===== src/rtl/ahb_sram_arb2.sv =====
// Two-port AHB-lite arbiter in front of a zero-wait-state single-port SRAM slave.
// Optional locked-transfer support is compiled in with `define SRAM_ARB_LOCK_EN.
module ahb_sram_arb2 #(
    parameter int unsigned AW   = 32,
    parameter int unsigned DW   = 64,
    parameter int unsigned PRIO = 0
) (
    input  logic          HCLK,
    input  logic          HRESETn,
    input  logic          M0_HSEL,
    input  logic          M0_HREADY,
    input  logic [1:0]    M0_HTRANS,
    input  logic          M0_HWRITE,
    input  logic [2:0]    M0_HSIZE,
    input  logic [AW-1:0] M0_HADDR,
    input  logic [DW-1:0] M0_HWDATA,
`ifdef SRAM_ARB_LOCK_EN
    input  logic          M0_HMASTLOCK,
    input  logic          M1_HMASTLOCK,
`endif
    output logic          M0_HREADYOUT,
    output logic [1:0]    M0_HRESP,
    output logic [DW-1:0] M0_HRDATA,
    input  logic          M1_HSEL,
    input  logic          M1_HREADY,
    input  logic [1:0]    M1_HTRANS,
    input  logic          M1_HWRITE,
    input  logic [2:0]    M1_HSIZE,
    input  logic [AW-1:0] M1_HADDR,
    input  logic [DW-1:0] M1_HWDATA,
    output logic          M1_HREADYOUT,
    output logic [1:0]    M1_HRESP,
    output logic [DW-1:0] M1_HRDATA,
    output logic          S_HSEL,
    output logic          S_HREADY,
    output logic [1:0]    S_HTRANS,
    output logic          S_HWRITE,
    output logic [2:0]    S_HSIZE,
    output logic [AW-1:0] S_HADDR,
    output logic [DW-1:0] S_HWDATA,
    input  logic          S_HREADYOUT,
    input  logic [1:0]    S_HRESP,
    input  logic [DW-1:0] S_HRDATA
);
    typedef enum logic [1:0] {ST_IDLE, ST_PEND, ST_ISSUE} st_t;

    localparam logic PRIO_ID = (PRIO != 0);

    st_t           st0_q, st1_q, st0_d, st1_d;
    logic [AW-1:0] cap_addr0_q, cap_addr1_q;
    logic          cap_wr0_q, cap_wr1_q;
    logic [2:0]    cap_size0_q, cap_size1_q;
    logic          s_rdy, pend0, pend1, own0, own1, new0, new1;
    logic          elig0, elig1, p0, p1, n0, n1;
    logic          gnt_any, gnt_id, gnt0, gnt1;
    logic          unused_ok;

    assign unused_ok = &{1'b0, M0_HTRANS[0], M1_HTRANS[0]};

    assign s_rdy    = S_HREADYOUT;
    assign S_HREADY = S_HREADYOUT;
    assign pend0    = (st0_q == ST_PEND);
    assign pend1    = (st1_q == ST_PEND);
    assign own0     = (st0_q == ST_ISSUE);
    assign own1     = (st1_q == ST_ISSUE);

    assign M0_HREADYOUT = ~(pend0 | (own0 & ~s_rdy));
    assign M1_HREADYOUT = ~(pend1 | (own1 & ~s_rdy));
    // A request only counts in a cycle where this port is presenting ready.
    assign new0 = M0_HSEL & M0_HREADY & M0_HTRANS[1] & M0_HREADYOUT;
    assign new1 = M1_HSEL & M1_HREADY & M1_HTRANS[1] & M1_HREADYOUT;

`ifdef SRAM_ARB_LOCK_EN
    logic lock_q, lock_id_q, cap_lock0_q, cap_lock1_q, lock_rel, lock_eff, gnt_lock;

    assign lock_rel = lock_q & (lock_id_q ? (M1_HREADY & ~M1_HMASTLOCK)
                                          : (M0_HREADY & ~M0_HMASTLOCK));
    assign lock_eff = lock_q & ~lock_rel;
    assign elig0    = ~(lock_eff & lock_id_q);
    assign elig1    = ~(lock_eff & ~lock_id_q);
    assign gnt_lock = gnt_id ? (pend1 ? cap_lock1_q : M1_HMASTLOCK)
                             : (pend0 ? cap_lock0_q : M0_HMASTLOCK);

    always_ff @(posedge HCLK or negedge HRESETn) begin
        if (!HRESETn) begin
            lock_q      <= 1'b0;
            lock_id_q   <= 1'b0;
            cap_lock0_q <= 1'b0;
            cap_lock1_q <= 1'b0;
        end else begin
            if (new0 & ~gnt0) cap_lock0_q <= M0_HMASTLOCK;
            if (new1 & ~gnt1) cap_lock1_q <= M1_HMASTLOCK;
            if (gnt_any & gnt_lock) begin
                lock_q    <= 1'b1;
                lock_id_q <= gnt_id;
            end else if (lock_rel) begin
                lock_q    <= 1'b0;
            end
        end
    end
`else
    assign elig0 = 1'b1;
    assign elig1 = 1'b1;
`endif

    // A pending port beats any new request; ties go to PRIO.
    always_comb begin
        p0 = elig0 & pend0;
        p1 = elig1 & pend1;
        n0 = elig0 & new0;
        n1 = elig1 & new1;
        gnt_id = 1'b0;
        if (p0 | p1) gnt_id = (p0 & p1) ? PRIO_ID : p1;
        else         gnt_id = (n0 & n1) ? PRIO_ID : n1;
        gnt_any = s_rdy & (p0 | p1 | n0 | n1);
    end

    assign gnt0 = gnt_any & ~gnt_id;
    assign gnt1 = gnt_any & gnt_id;

    always_comb begin
        st0_d = st0_q;
        if (gnt0)                             st0_d = ST_ISSUE;
        else if (new0)                        st0_d = ST_PEND;
        else if ((st0_q == ST_ISSUE) && s_rdy) st0_d = ST_IDLE;
        st1_d = st1_q;
        if (gnt1)                             st1_d = ST_ISSUE;
        else if (new1)                        st1_d = ST_PEND;
        else if ((st1_q == ST_ISSUE) && s_rdy) st1_d = ST_IDLE;
    end

    always_ff @(posedge HCLK or negedge HRESETn) begin
        if (!HRESETn) begin
            st0_q       <= ST_IDLE;
            st1_q       <= ST_IDLE;
            cap_addr0_q <= '0;
            cap_addr1_q <= '0;
            cap_wr0_q   <= 1'b0;
            cap_wr1_q   <= 1'b0;
            cap_size0_q <= '0;
            cap_size1_q <= '0;
        end else begin
            st0_q <= st0_d;
            st1_q <= st1_d;
            if (new0 & ~gnt0) begin
                cap_addr0_q <= M0_HADDR;
                cap_wr0_q   <= M0_HWRITE;
                cap_size0_q <= M0_HSIZE;
            end
            if (new1 & ~gnt1) begin
                cap_addr1_q <= M1_HADDR;
                cap_wr1_q   <= M1_HWRITE;
                cap_size1_q <= M1_HSIZE;
            end
        end
    end

    always_comb begin
        S_HSEL   = 1'b0;
        S_HTRANS = 2'b00;
        S_HWRITE = 1'b0;
        S_HSIZE  = '0;
        S_HADDR  = '0;
        if (gnt_any) begin
            S_HSEL   = 1'b1;
            S_HTRANS = 2'b10;
            if (gnt_id) begin
                S_HWRITE = pend1 ? cap_wr1_q   : M1_HWRITE;
                S_HSIZE  = pend1 ? cap_size1_q : M1_HSIZE;
                S_HADDR  = pend1 ? cap_addr1_q : M1_HADDR;
            end else begin
                S_HWRITE = pend0 ? cap_wr0_q   : M0_HWRITE;
                S_HSIZE  = pend0 ? cap_size0_q : M0_HSIZE;
                S_HADDR  = pend0 ? cap_addr0_q : M0_HADDR;
            end
        end
    end

    assign S_HWDATA  = own1 ? M1_HWDATA : M0_HWDATA;
    assign M0_HRDATA = own0 ? S_HRDATA : '0;
    assign M1_HRDATA = own1 ? S_HRDATA : '0;
    assign M0_HRESP  = own0 ? S_HRESP  : 2'b00;
    assign M1_HRESP  = own1 ? S_HRESP  : 2'b00;
endmodule


===== config.mk =====
export PLATFORM = sky130hd
export DESIGN_NAME = ahb_sram_arb2
export DESIGN_NICKNAME = d
export VERILOG_FILES = /design/src/rtl/ahb_sram_arb2.sv
export SDC_FILE = /design/constraint.sdc
export NUM_CORES = 1
export LEC_CHECK = 0
export ABC_CLOCK_PERIOD_IN_PS = 2300
export BUFFER_PORTS_ARGS = -buffer_cell sky130_fd_sc_hd__buf_2
export CAP_MARGIN = 10
export CORE_AREA = 2 2 198 200
export CTS_BUF_LIST = sky130_fd_sc_hd__clkbuf_8
export CTS_CLUSTER_SIZE = 16
export DETAILED_ROUTE_END_ITERATION = 8
export DIE_AREA = 0 0 200 202
export GPL_ROUTABILITY_DRIVEN = 0
export PLACE_DENSITY = 0.46
export SETUP_SLACK_MARGIN = 0.5
export SYNTH_ARGS = -nofsm -noshare
export SYNTH_HDL_FRONTEND = slang
export SYNTH_SLANG_ARGS = --single-unit

===== constraint.sdc =====
create_clock -name HCLK -period 2.3 [get_ports HCLK]
set_clock_uncertainty 0.15 [all_clocks]
set_input_delay 0.345 -clock HCLK [delete_from_list [all_inputs] [get_ports HCLK]]
set_output_delay 0.345 -clock HCLK [all_outputs]
set_load 0.01 [all_outputs]

==> run_results.csv <==
group,metric,value,unit
layout,synthToLayoutAreaGrowth,139,%
logic_synthesis,synth_area,5740,µm²
power,vdd_drop_max,0.524,mV
timing,setup_viol,240,
run,timing.max_cap.violations,0,
route,drt_iter0_markers,389,
route,detail_route.wirelength,43.2,mm
logic_synthesis,ys_warn_count,0,
timing,finalCritPeriodShare,1.11,
critical_path,cp.required,1.80,ns
global_routing,grt_overflow,0,
route,antenna_left,0,
critical_path,timing.rr.start,"st1_q[1]$_DFFE_PN0P_",
place,dpl.hpwl,26.6,mm
clock_tree,cts.sinks,76,
timing,max_freq,0.391,GHz
global_routing,grt_pass1_vias,7754,
layout,nNetsFinal,1514,
logic_synthesis,ys_seq_elements,76,
logic_synthesis,synthesis.nets,915,
place,post-place-ws,-0.183,ns
clock_tree,cts_tree,"yes",
clock_tree,cts_inserted_buffers,9,
critical_path,crit_arrival,2.07,ns
clock_tree,htreeDepth,3,
route,drcViolationCount,0,
timing,hold_viol_final,0,
clock_tree,clockBufferDepth,2,
global_routing,grt_max_degree,41,
floorplanning,die_height,202,µm
critical_path,crit_path_end_kind,"output port",
status,violations,"negative setup slack",
timing,maxSlewViolCount,0,
logic_synthesis,syn-instance-count,638,
route,vias,7678,
logic_synthesis,synth_top_area_frac,0.331,
timing,slew_headroom,0.598,
layout,layout-drive-gt1-share,0.819,
critical_path,critPathLaunchType,"register",
floorplanning,ios,515,
route,wl_per_cell,24.5,µm
power,leakage,6.98,nW
timing,whs,0.0642,ns
logic_synthesis,ys.flop_type,"dfrtp_1",
logic_synthesis,synthTopCellsByArea,"dfrtp_1, mux2_4, and2_1",
timing,period_needed,2.56,ns
min_path,holdCritStartpoint,"M1_HADDR[10]",
logic_synthesis,ys_async_sr_fraction,1.00,
floorplanning,fp.coreArea,38300,µm²
floorplanning,die_width,200,µm
timing,rsz0062_at_grt,"yes",
global_routing,antenna_found_initial,12,
floorplanning,initial_core_util,0.150,
logic_synthesis,synthTopCellsByCount,"nand2_1, and2_1, dfrtp_1",
logic_synthesis,synth_edf_count,0,
global_routing,grt_pass1_wl,54.8,mm
route,dr.pass1.iters,5,
status,status,"complete, but fails checks",
floorplanning,rows,72,
critical_path,cp_max_fo,36,
place,portBuffers,511,
power,power_density,1100,nW/µm²
logic_synthesis,synth_top_cell_by_area,"dfrtp_1",
timing,worst_slack,-0.261,ns
logic_synthesis,syn_avg_cell_area,9.00,µm²
global_routing,grt.total_usage,0.193,
critical_path,critPathLaunch,"st0_q[1]$_DFFE_PN0P_",
clock_tree,cts_root_buffer,"clkbuf_8",
min_path,hold_class,"in2reg",
route,avgViaCountPerCell,4.35,
logic_synthesis,synth.distinct_cells,36,
timing,tightest_slew,0.602,ns
logic_synthesis,ys_seq_area_frac,0.331,
floorplanning,die_area,40400,µm²
clock_tree,clkTransAtPathRegs,0.08,ns
critical_path,critPathKind,"reg2out",
logic_synthesis,synth_most_common_cell,"nand2_1",
clock_tree,clock_latency,0.35,ns
## worst paths after layout
path                                                to  slack, ns  cells after the start
setup reg to reg           cap_addr1_q[26]$_DFFE_PN0P_      -0.21                     11
setup / recovery                           S_HADDR[18]      -0.26                      7
hold / removal             cap_addr1_q[10]$_DFFE_PN0P_       0.06                      2
hold reg to reg             cap_addr1_q[9]$_DFFE_PN0P_       0.35                      1
max in group asynchronous   cap_size1_q[1]$_DFFE_PN0P_       1.05                      3
min in group asynchronous  cap_addr0_q[14]$_DFFE_PN0P_       0.34                      2
## critical path, stage by stage (launching register included)
cell	delay (ns)
dfrtp_1	0.38
buf_4	0.15
and2b_2	0.29
nor3_4	0.07
buf_12	0.16
a22o_1	0.21
a221o_1	0.27
buf_2	0.14
## cells by family (layout without fill, tap and decap cells)
kind of cell           count (synthesis)  after routing  share of synthesized area
flip-flops                            76             76                      0.331
multiplexers                          72             72                      0.180
other                                  1              8                   0.000653
AO/OA/AOI/OAI                         86             86                      0.136
buffers and inverters                 52            653                     0.0532
AND/OR/NAND/NOR                      351            353                      0.298
## cell type report
cell class | count | area [µm²]
tap | 518 | 648
multi-input combinational | 512 | 4800
clock inverter | 6 | 65.1
sequential | 76 | 1900
inverter | 1 | 3.75
fill | 3771 | 24600
timing repair buffer | 637 | 6150
antenna | 7 | 17.5
clock buffer | 9 | 124
## metrics by stage
step	setup TNS, ns	util	instances	power (W)	instance area, µm²
CTS	-26.10	0.317	1740	0.0134	12100
global route	-50.60	0.358	1766	0.0158	13700
detailed placement	-5.70	0.235	1638	0.00826	8990
finish	-29.67	0.358	1766	0.0151	13700
global placement	-4.03	0.235	1638	0.00828	8990
floorplan	0	-	638	0.00575	5790
## layer usage
metal	GRT usage	routed length, µm	vias to the layer above
met5	0	13	-
li1	-	-	3390
met3	0.0350	2870	89
met1	0.223	15900	3784
met4	0.100	2720	2
met2	0.335	21700	413
## cell usage in the layout, fill, tap and decap left out, types with 9 or more instances in the layout
cell	instances
a221o_1	37
clkbuf_8	9
nand2_2	60
dfrtp_1	76
buf_16	41
buf_6	200
buf_4	20
nand2_1	49
a22o_1	36
buf_12	33
nand2_4	89
mux2_4	66
and2_4	128
buf_2	326
## sequential cells by signal, summed over array words and instances (netlist names)
signal,cells
st0_q,2
cap_wr1_q,1
st1_q,2
cap_size1_q,3
cap_addr0_q,32
cap_wr0_q,1
cap_size0_q,3
cap_addr1_q,32
## repair_timing
item | in CTS | in global routing
buffers inserted | 44 | 10
gates cloned | 42 | 9
hold buffers | 1 | 0
setup endpoints to repair | 308 | 308
resized for setup | 389 | 295
hold endpoints to repair | 36 | 0
pin swaps | 139 | 128
## where the power goes
part / switching [W] / internal, W
combinational: 0.00500 / 0.00672
clock: 0.000516 / 0.000497
sequential: 0.000387 / 0.00200
total: 0.00590 / 0.00922
(Power assumes the default switching activity.)
